### src/rtl/rr_mux4_stage_pkg.sv
// Shared constants, state encoding and index helper
// for the round-robin 4:1 mux front end.
package rr_mux4_stage_pkg;

   localparam int NUM_SRC = 4;
   localparam int SEL_W = 2;
   localparam logic [SEL_W-1:0] PTR_RESET = 2'd0;

   typedef enum logic {
      ST_EMPTY = 1'b0,
      ST_FULL  = 1'b1
   } state_e;

   function automatic logic [SEL_W-1:0] next_idx(
      input logic [SEL_W-1:0] idx
   );
      return idx + 2'd1;
   endfunction

endpackage

### src/rtl/yMux4to1.sv
// 4:1 word multiplexer; c selects one of a0..a3 onto z.
// Purely combinational.
module yMux4to1 #(
   parameter int SIZE = 32
) (
   output logic [SIZE-1:0] z,
   input  logic [SIZE-1:0] a0,
   input  logic [SIZE-1:0] a1,
   input  logic [SIZE-1:0] a2,
   input  logic [SIZE-1:0] a3,
   input  logic [1:0]      c
);

   always_comb begin
      z = a0;
      unique case (c)
         2'd0: z = a0;
         2'd1: z = a1;
         2'd2: z = a2;
         2'd3: z = a3;
         default: z = a0;
      endcase
   end

endmodule

### src/rtl/rr_mux4_stage.sv
// Round-robin arbiter driving a 4:1 mux select, with a
// one-entry registered valid/ready output stage.
module rr_mux4_stage
   import rr_mux4_stage_pkg::*;
#(
   parameter int SIZE    = 32,
   parameter int COUNT_W = 16
) (
   input  logic               clk,
   input  logic               rst,
   input  logic [3:0]         in_valid,
   output logic [3:0]         in_ready,
   input  logic [SIZE-1:0]    a0,
   input  logic [SIZE-1:0]    a1,
   input  logic [SIZE-1:0]    a2,
   input  logic [SIZE-1:0]    a3,
   output logic [1:0]         sel,
   output logic [SIZE-1:0]    out_data,
   output logic               out_valid,
   input  logic               out_ready,
   output logic [1:0]         last_src,
   output logic [COUNT_W-1:0] xfer_cnt
);

   state_e             state_q, state_d;
   logic [SEL_W-1:0]   ptr_q, ptr_d;
   logic [SEL_W-1:0]   src_q, src_d;
   logic [SIZE-1:0]    data_q, data_d;
   logic [COUNT_W-1:0] cnt_q, cnt_d;

   logic [SIZE-1:0]    mux_z;
   logic [SEL_W-1:0]   grant;
   logic [SEL_W-1:0]   idx;
   logic               found;
   logic               space;
   logic               load;

   // Scan from ptr upward; the first requester wins.
   always_comb begin
      grant = ptr_q;
      found = 1'b0;
      idx   = '0;
      for (int k = 0; k < NUM_SRC; k++) begin
         idx = ptr_q + k[SEL_W-1:0];
         if (!found && in_valid[idx]) begin
            grant = idx;
            found = 1'b1;
         end
      end
   end

   always_comb begin
      space    = (state_q == ST_EMPTY) || out_ready;
      load     = !rst && space && found;
      sel      = load ? grant : ptr_q;
      in_ready = load ? (4'b0001 << grant) : 4'b0000;
   end

   yMux4to1 #(
      .SIZE(SIZE)
   ) u_mux (
      .z (mux_z),
      .a0(a0),
      .a1(a1),
      .a2(a2),
      .a3(a3),
      .c (sel)
   );

   always_comb begin
      state_d = state_q;
      ptr_d   = ptr_q;
      src_d   = src_q;
      data_d  = data_q;
      cnt_d   = cnt_q;
      if (load) begin
         state_d = ST_FULL;
         data_d  = mux_z;
         src_d   = sel;
         ptr_d   = next_idx(sel);
         cnt_d   = cnt_q + COUNT_W'(1);
      end else if (out_ready) begin
         state_d = ST_EMPTY;
      end
   end

   always_ff @(posedge clk or posedge rst) begin
      if (rst) begin
         state_q <= ST_EMPTY;
         ptr_q   <= PTR_RESET;
         src_q   <= '0;
         data_q  <= '0;
         cnt_q   <= '0;
      end else begin
         state_q <= state_d;
         ptr_q   <= ptr_d;
         src_q   <= src_d;
         data_q  <= data_d;
         cnt_q   <= cnt_d;
      end
   end

   assign out_valid = (state_q == ST_FULL);
   assign out_data  = data_q;
   assign last_src  = src_q;
   assign xfer_cnt  = cnt_q;

endmodule

### config.mk
export PLATFORM = sky130hd
export DESIGN_NAME = rr_mux4_stage
export DESIGN_NICKNAME = d
export VERILOG_FILES = /design/src/rtl/rr_mux4_stage_pkg.sv /design/src/rtl/yMux4to1.sv /design/src/rtl/rr_mux4_stage.sv
export SDC_FILE = /design/constraint.sdc
export NUM_CORES = 1
export LEC_CHECK = 0
export CAP_MARGIN = 10
export CORE_AREA = 2 2 93 95
export CTS_CLUSTER_DIAMETER = 30
export CTS_CLUSTER_SIZE = 8
export DETAILED_ROUTE_END_ITERATION = 6
export DIE_AREA = 0 0 95 97
export PLACE_DENSITY_LB_ADDON = 0.3
export SYNTH_ARGS = -nofsm -noshare
export SYNTH_HDL_FRONTEND = slang
export SYNTH_SLANG_ARGS = --single-unit
### constraint.sdc
create_clock -name clk -period 3.5 [get_ports clk]
set_input_delay 0.7 -clock clk [delete_from_list [all_inputs] [get_ports clk]]
set_output_delay 0.7 -clock clk [all_outputs]
set_load 0.005 [all_outputs]
Word-level counts from Yosys, hierarchy flattened

Cells that the tools add are included.

Add/subtract/negate cells: 5
Magnitude comparators: 4
Equality and inequality tests: 3
Shifts and indexed selects: 1
Muxes and demuxes: 20
Bitwise gates (word level): 1
Reductions and logical operators: 12

Operator list:

| operator                                                                      | number |
|---|---|
| 32-bit one-hot mux with 4 select lines                                        | 1 |
| 16-bit by 1-bit adder with 16-bit output (second input constant)              | 1 |
| 2-bit by 3-bit less-than comparator with 1-bit output (second input constant) | 4 |
| 1-bit 2-to-1 mux                                                              | 10 |
| 1-bit binary-select mux with 2-bit select                                     | 4 |
| 2-bit 2-to-1 mux                                                              | 4 |
| 1-bit logical AND                                                             | 5 |
| 2-bit by 1-bit adder with 2-bit output (second input constant)                | 2 |
| 2-bit adder (second input constant)                                           | 2 |
| 2-bit equality test (second input constant)                                   | 2 |
| 1-bit zero test                                                               | 4 |
| 4-bit 2-to-1 mux                                                              | 1 |
| 1-bit by 2-bit << shifter with 4-bit output (first input constant)            | 1 |
| 2-bit by 1-bit equality test with 1-bit output (second input constant)        | 1 |
| 2-bit zero test                                                               | 1 |
| 2-bit nonzero test                                                            | 1 |
| 1-bit logical OR                                                              | 1 |
| 1-bit NOT                                                                     | 1 |

Register bits after elaboration: 53
Bits of input ports: 135

Logic depth before layout (Yosys ltp)

Word-level depth: 16
Depth in mapped cells: 12
Mapped depth without buffers: 9

By module

From an unflattened synthesis, not the netlist that was laid out.

Cells, all modules: 280
Area, all modules: 3,084.2 um^2

By module, submodules not included:

| module        | times used | cells an instance | area an instance (um^2) | seq. area each (um^2) |
|---|---|---|---|---|
| rr_mux4_stage | 1          | 241               | 2,269.7                 | 1,326.3 |
| yMux4to1      | 1          | 39                | 814.5                   | 0.0 |

Least setup slack after synthesis

No wires, ideal clock.

Path kind: input to register
Start: input in_valid[0]
End: register data_q[25] (netlist: out_data[25])
Setup time: 0.133 ns
Data arrival time: 2.788 ns
Required time: 3.367 ns
Slack: 0.579 ns
Stages on the path: 11
Cell sequence: nor4_1 -> or3_1 -> buf_6 -> clkbuf_1 -> a21oi_1 -> ha_1 -> clkbuf_1 -> a222oi_1 -> nor2_1 -> a21oi_1 -> o21ai_0

Cells in the longest elaborated chain, start to end: 16

RTL lines:

| what                                              | RTL line            | source |
|---|---|---|
| start: declaration                                | rr_mux4_stage.sv:11 | `input logic [3:0] in_valid,` |
| 1-bit binary-select mux with 2-bit select         | rr_mux4_stage.sv:45 | `if (!found && in_valid[idx]) begin` |
| 1-bit 2-to-1 mux (implied by the code)            | rr_mux4_stage.sv:45 |  |
| 1-bit 2-to-1 mux                                  | rr_mux4_stage.sv:45 |  |
| 1-bit zero test                                   | rr_mux4_stage.sv:45 |  |
| 1-bit logical AND                                 | rr_mux4_stage.sv:45 |  |
| 1-bit 2-to-1 mux                                  | rr_mux4_stage.sv:45 |  |
| 1-bit zero test                                   | rr_mux4_stage.sv:45 |  |
| 1-bit logical AND                                 | rr_mux4_stage.sv:45 |  |
| 1-bit 2-to-1 mux                                  | rr_mux4_stage.sv:45 |  |
| 1-bit zero test                                   | rr_mux4_stage.sv:45 |  |
| 1-bit logical AND                                 | rr_mux4_stage.sv:45 |  |
| 1-bit 2-to-1 mux                                  | rr_mux4_stage.sv:45 |  |
| 1-bit logical AND                                 | rr_mux4_stage.sv:54 | `load = !rst && space && found;` |
| 2-bit 2-to-1 mux                                  | rr_mux4_stage.sv:55 | `sel = load ? grant : ptr_q;` |
| 2-bit equality test, or another cell as far along | yMux4to1.sv:16      | `unique case (c)` |
| 32-bit one-hot mux with 4 select lines            | yMux4to1.sv:16      |  |
| end signal: assignment                            | rr_mux4_stage.sv:98 | `data_q <= data_d;` |
| end: declaration                                  | rr_mux4_stage.sv:28 | `logic [SIZE-1:0] data_q, data_d;` |

Parallel ways exist; a longest one is shown, timed or not. The select of a mux whose other input is x is not followed.
A chain may end at the register's enable or synchronous reset.

Final worst setup path

Start: input in_valid[2]
End: output sel[1]

Cells in the longest elaborated chain, start to end: 14

RTL lines:

| what                                      | RTL line            | source |
|---|---|---|
| 1-bit binary-select mux with 2-bit select | rr_mux4_stage.sv:45 |  |
| 1-bit 2-to-1 mux (implied by the code)    | rr_mux4_stage.sv:45 |  |
| 1-bit 2-to-1 mux                          | rr_mux4_stage.sv:45 |  |
| 1-bit zero test                           | rr_mux4_stage.sv:45 |  |
| 1-bit logical AND                         | rr_mux4_stage.sv:45 |  |
| 1-bit 2-to-1 mux                          | rr_mux4_stage.sv:45 |  |
| 1-bit zero test                           | rr_mux4_stage.sv:45 |  |
| 1-bit logical AND                         | rr_mux4_stage.sv:45 |  |
| 1-bit 2-to-1 mux                          | rr_mux4_stage.sv:45 |  |
| 1-bit zero test                           | rr_mux4_stage.sv:45 |  |
| 1-bit logical AND                         | rr_mux4_stage.sv:45 |  |
| 1-bit 2-to-1 mux                          | rr_mux4_stage.sv:45 |  |
| 1-bit logical AND                         | rr_mux4_stage.sv:54 |  |
| 2-bit 2-to-1 mux (*)                      | rr_mux4_stage.sv:55 |  |
| end: declaration                          | rr_mux4_stage.sv:17 | `output logic [1:0] sel,` |

Mark *: on every way between the ends. The rest lies on a longest branch, timed or not. The select of a mux whose other input is x is not followed.

==> impl_results.md <==
- Outcome: finished, final reports clean
- Total global routing overflow: 0
- Slowest CP cell: clkdlybuf4s50_1
- Pin count of the biggest net entering global routing: 53
- DPL Wire Length: 7780 um
- Max VDD drop: 0.215 mV
- GP Congestion: 0.899
- CTS sink cnt: 53
- Vias in the first global route: 3328
- Die Footprint: 9220 um^2
- Critical path endpoint category: output port
- Library cells used by synthesis: 32
- Initial DRC Count: 203
- Total track usage: 21.6%
- Leakage: 0.00211 uW
- Synth-to-Final Area Change: 79.9%
- Synthesized area: 2890 um^2
- Critical path required time: 2800 ps
- Slowest cell delay on critical path: 580 ps
- Worst-path clk slew: 90 ps
- CTS hold repair buffers: 0
- Setup TNS: 0 ps
- Post-DP Area: 5080 um^2
- Final ANT Viol Nets: 0
- Root Driver: clkbuf_8
- Port bufs: 191
- Final Cell Area: 5190 um^2
- Crit path arrival time: 2750 ps
- Hold Path Class: flop to flop
- Final Routed Wirelength: 9940 um
- Core region area: 8130 um^2
- Pins Over Slew Limit: 0
- Crit start category: input port
- DR WL/cell: 15.7 um
- Vias per cell: 5.26
- P per Cell Area: 581 nW/um^2
- Initial Util: 35.5%
- IO Pins: 192
- RSZ-0062 raised after global routing: yes
- Tmin final: 3450 ps
- Most frequent cells in the layout: clkdlybuf4s50_1, dfrtp_1, nand2_1, nor2_1, a21oi_1
- Drt pass-1 iters: 6
- Hold slack: 476 ps
- Synth top area share: 46.0%
- Worst Slack Setup Final: 54.5 ps
- Height of the die: 97 um
- CP dominant cell by count: clkdlybuf4s50_1
- Clock skew: 8.58 ps
- Tightest Pin Transition: 661 ps
- Worst-case clock buffer depth: 2
- Chip Width: 95 um
- Synth Instances: 326
- Most common cell after layout, fill and taps aside: clkdlybuf4s50_1
- Synth area leader: dfrtp_1
- Sequential fraction of the synthesis area: 46.0%
- Maximum clock frequency: 0.290 GHz
- Mapped Avg Cell Area: 8.85 um^2
- # DRC: 0
- Max_cap viols: 0
- Slew headroom: 55.9%
- Final worst-path cycle share: 98.4%
- Number of synthesis warnings: 0
- CTS Buf Count: 5
- Share of cells above drive strength 1: 7.77%
- Ranking of synthesized cells by area: dfrtp_1, a222oi_1, a21oi_1
- Clk_lat worst skew: 300 ps
- Final hold viol count: 0
- Vias: 3328
- CP Class: input port to output port
- Final setup viols: 0
- CP max FO: 7
- Net Count, Synth: 466
- Core Rows: 33
- Pre-CTS setup slack: -185 ps
- Htree depth: 2
- First-pass GRT wire length: 15700 um
- ANT cells: 0
- Initial antenna violation count: 0
- CTS tree: built
- Seq cells post-synth: 53
- Crit-path cells: clkdlybuf4s50_1 -> nor4_1 -> or3_4 -> buf_4 -> o31ai_1 -> clkdlybuf4s50_1
- Layout Nets: 667
==> final timing paths <==
check | startpoint | endpoint | slack (ps) | cells past startpoint
hold / removal | xfer_cnt[15] | xfer_cnt[15] | 480 | 1
setup / recovery | in_valid[2] | sel[1] | 50 | 6
hold reg to reg | xfer_cnt[15] | xfer_cnt[15] | 480 | 1
min in group asynchronous | rst | out_valid | 700 | 3
max in group asynchronous | rst | out_data[6] | 2000 | 4
setup reg to reg | out_valid | out_data[28] | 730 | 11
==> Yosys cell counts <==
| library cell | n |
|---|---|
| nand2b_1 | 2 |
| inv_1 | 3 |
| a21oi_1 | 35 |
| ha_1 | 5 |
| nor2b_1 | 3 |
| a21boi_0 | 1 |
| o21a_1 | 1 |
| dfrtp_1 | 53 |
| nand2_1 | 45 |
| nand3_1 | 6 |
| nor4_1 | 3 |
| a211oi_1 | 1 |
| clkbuf_1 | 21 |
| o21ai_0 | 33 |
| o31ai_1 | 2 |
| mux2_2 | 1 |
| buf_2 | 1 |
| xnor2_1 | 15 |
| and3_1 | 2 |
| or3_1 | 1 |
| o21bai_1 | 1 |
| a2111oi_2 | 1 |
| nor3_2 | 1 |
| nor3b_1 | 1 |
| nand4_1 | 7 |
| buf_6 | 1 |
| or4_4 | 1 |
| a222oi_1 | 32 |
| nor2_1 | 40 |
| nor3_1 | 4 |
| buf_1 | 2 |
| and4_1 | 1 |
==> per-stage QoR <==
| step | instances | total power [uW] | util (%) |
|---|---|---|---|
| global route | 633 | 3260 | 63.8 |
| finish | 633 | 3010 | 63.8 |
| detailed placement | 624 | 2690 | 62.5 |
| floorplan | 326 | 1730 | - |
| CTS | 632 | 3030 | 63.5 |
| global placement | 624 | 2660 | 62.5 |
==> routing by layer <==
metal / global-route usage, % / up-vias / wire [um]
li1: - / 1610 / -
met1: 24.4 / 1542 / 3720
met2: 39.1 / 161 / 5170
met3: 6.15 / 15 / 879
met4: 5.57 / 0 / 166
met5: 0 / - / 0
==> layout make-up <==
class / count / area, um^2
Fill cell: 685 / 2940
Tap cell: 105 / 131
Multi-Input combinational cell: 245 / 1470
Inverter: 3 / 11.3
Timing Repair Buffer: 219 / 2170
Clock buffer: 8 / 80.1
Sequential cell: 53 / 1330
==> sequential cells by signal, summed over array words and instances (netlist names) <==
register   flops
out_data      32
xfer_cnt      16
last_src       2
ptr_q          2
out_valid      1
==> timing repair <==
item,CTS,global route
endpoints found under the hold margin,0,0
buffers inserted,0,1
resized for setup,4,3
pin swaps,1,1
setup endpoints to repair,4,4
==> where the power goes <==
group	leakage, uW	switching, uW	internal (uW)
logic	0.00138	736	949
registers	0.000682	163	831
clock network	0.0000395	191	143
==> kinds of logic after synthesis <==
group | share of synthesized area [%]
compound gates | 25.0
simple gates | 18.0
buf+inv | 3.95
xor+xnor | 4.55
flops | 46.0
fa+ha+maj | 2.17
mux | 0.390
==> worst max-delay path: cells and delay by family <==
family          cells  cell delay, ps
compound gates      1             390
buf+inv             3            1240
simple gates        2             410
No activity file was read; power rests on OpenSTA's default activity.
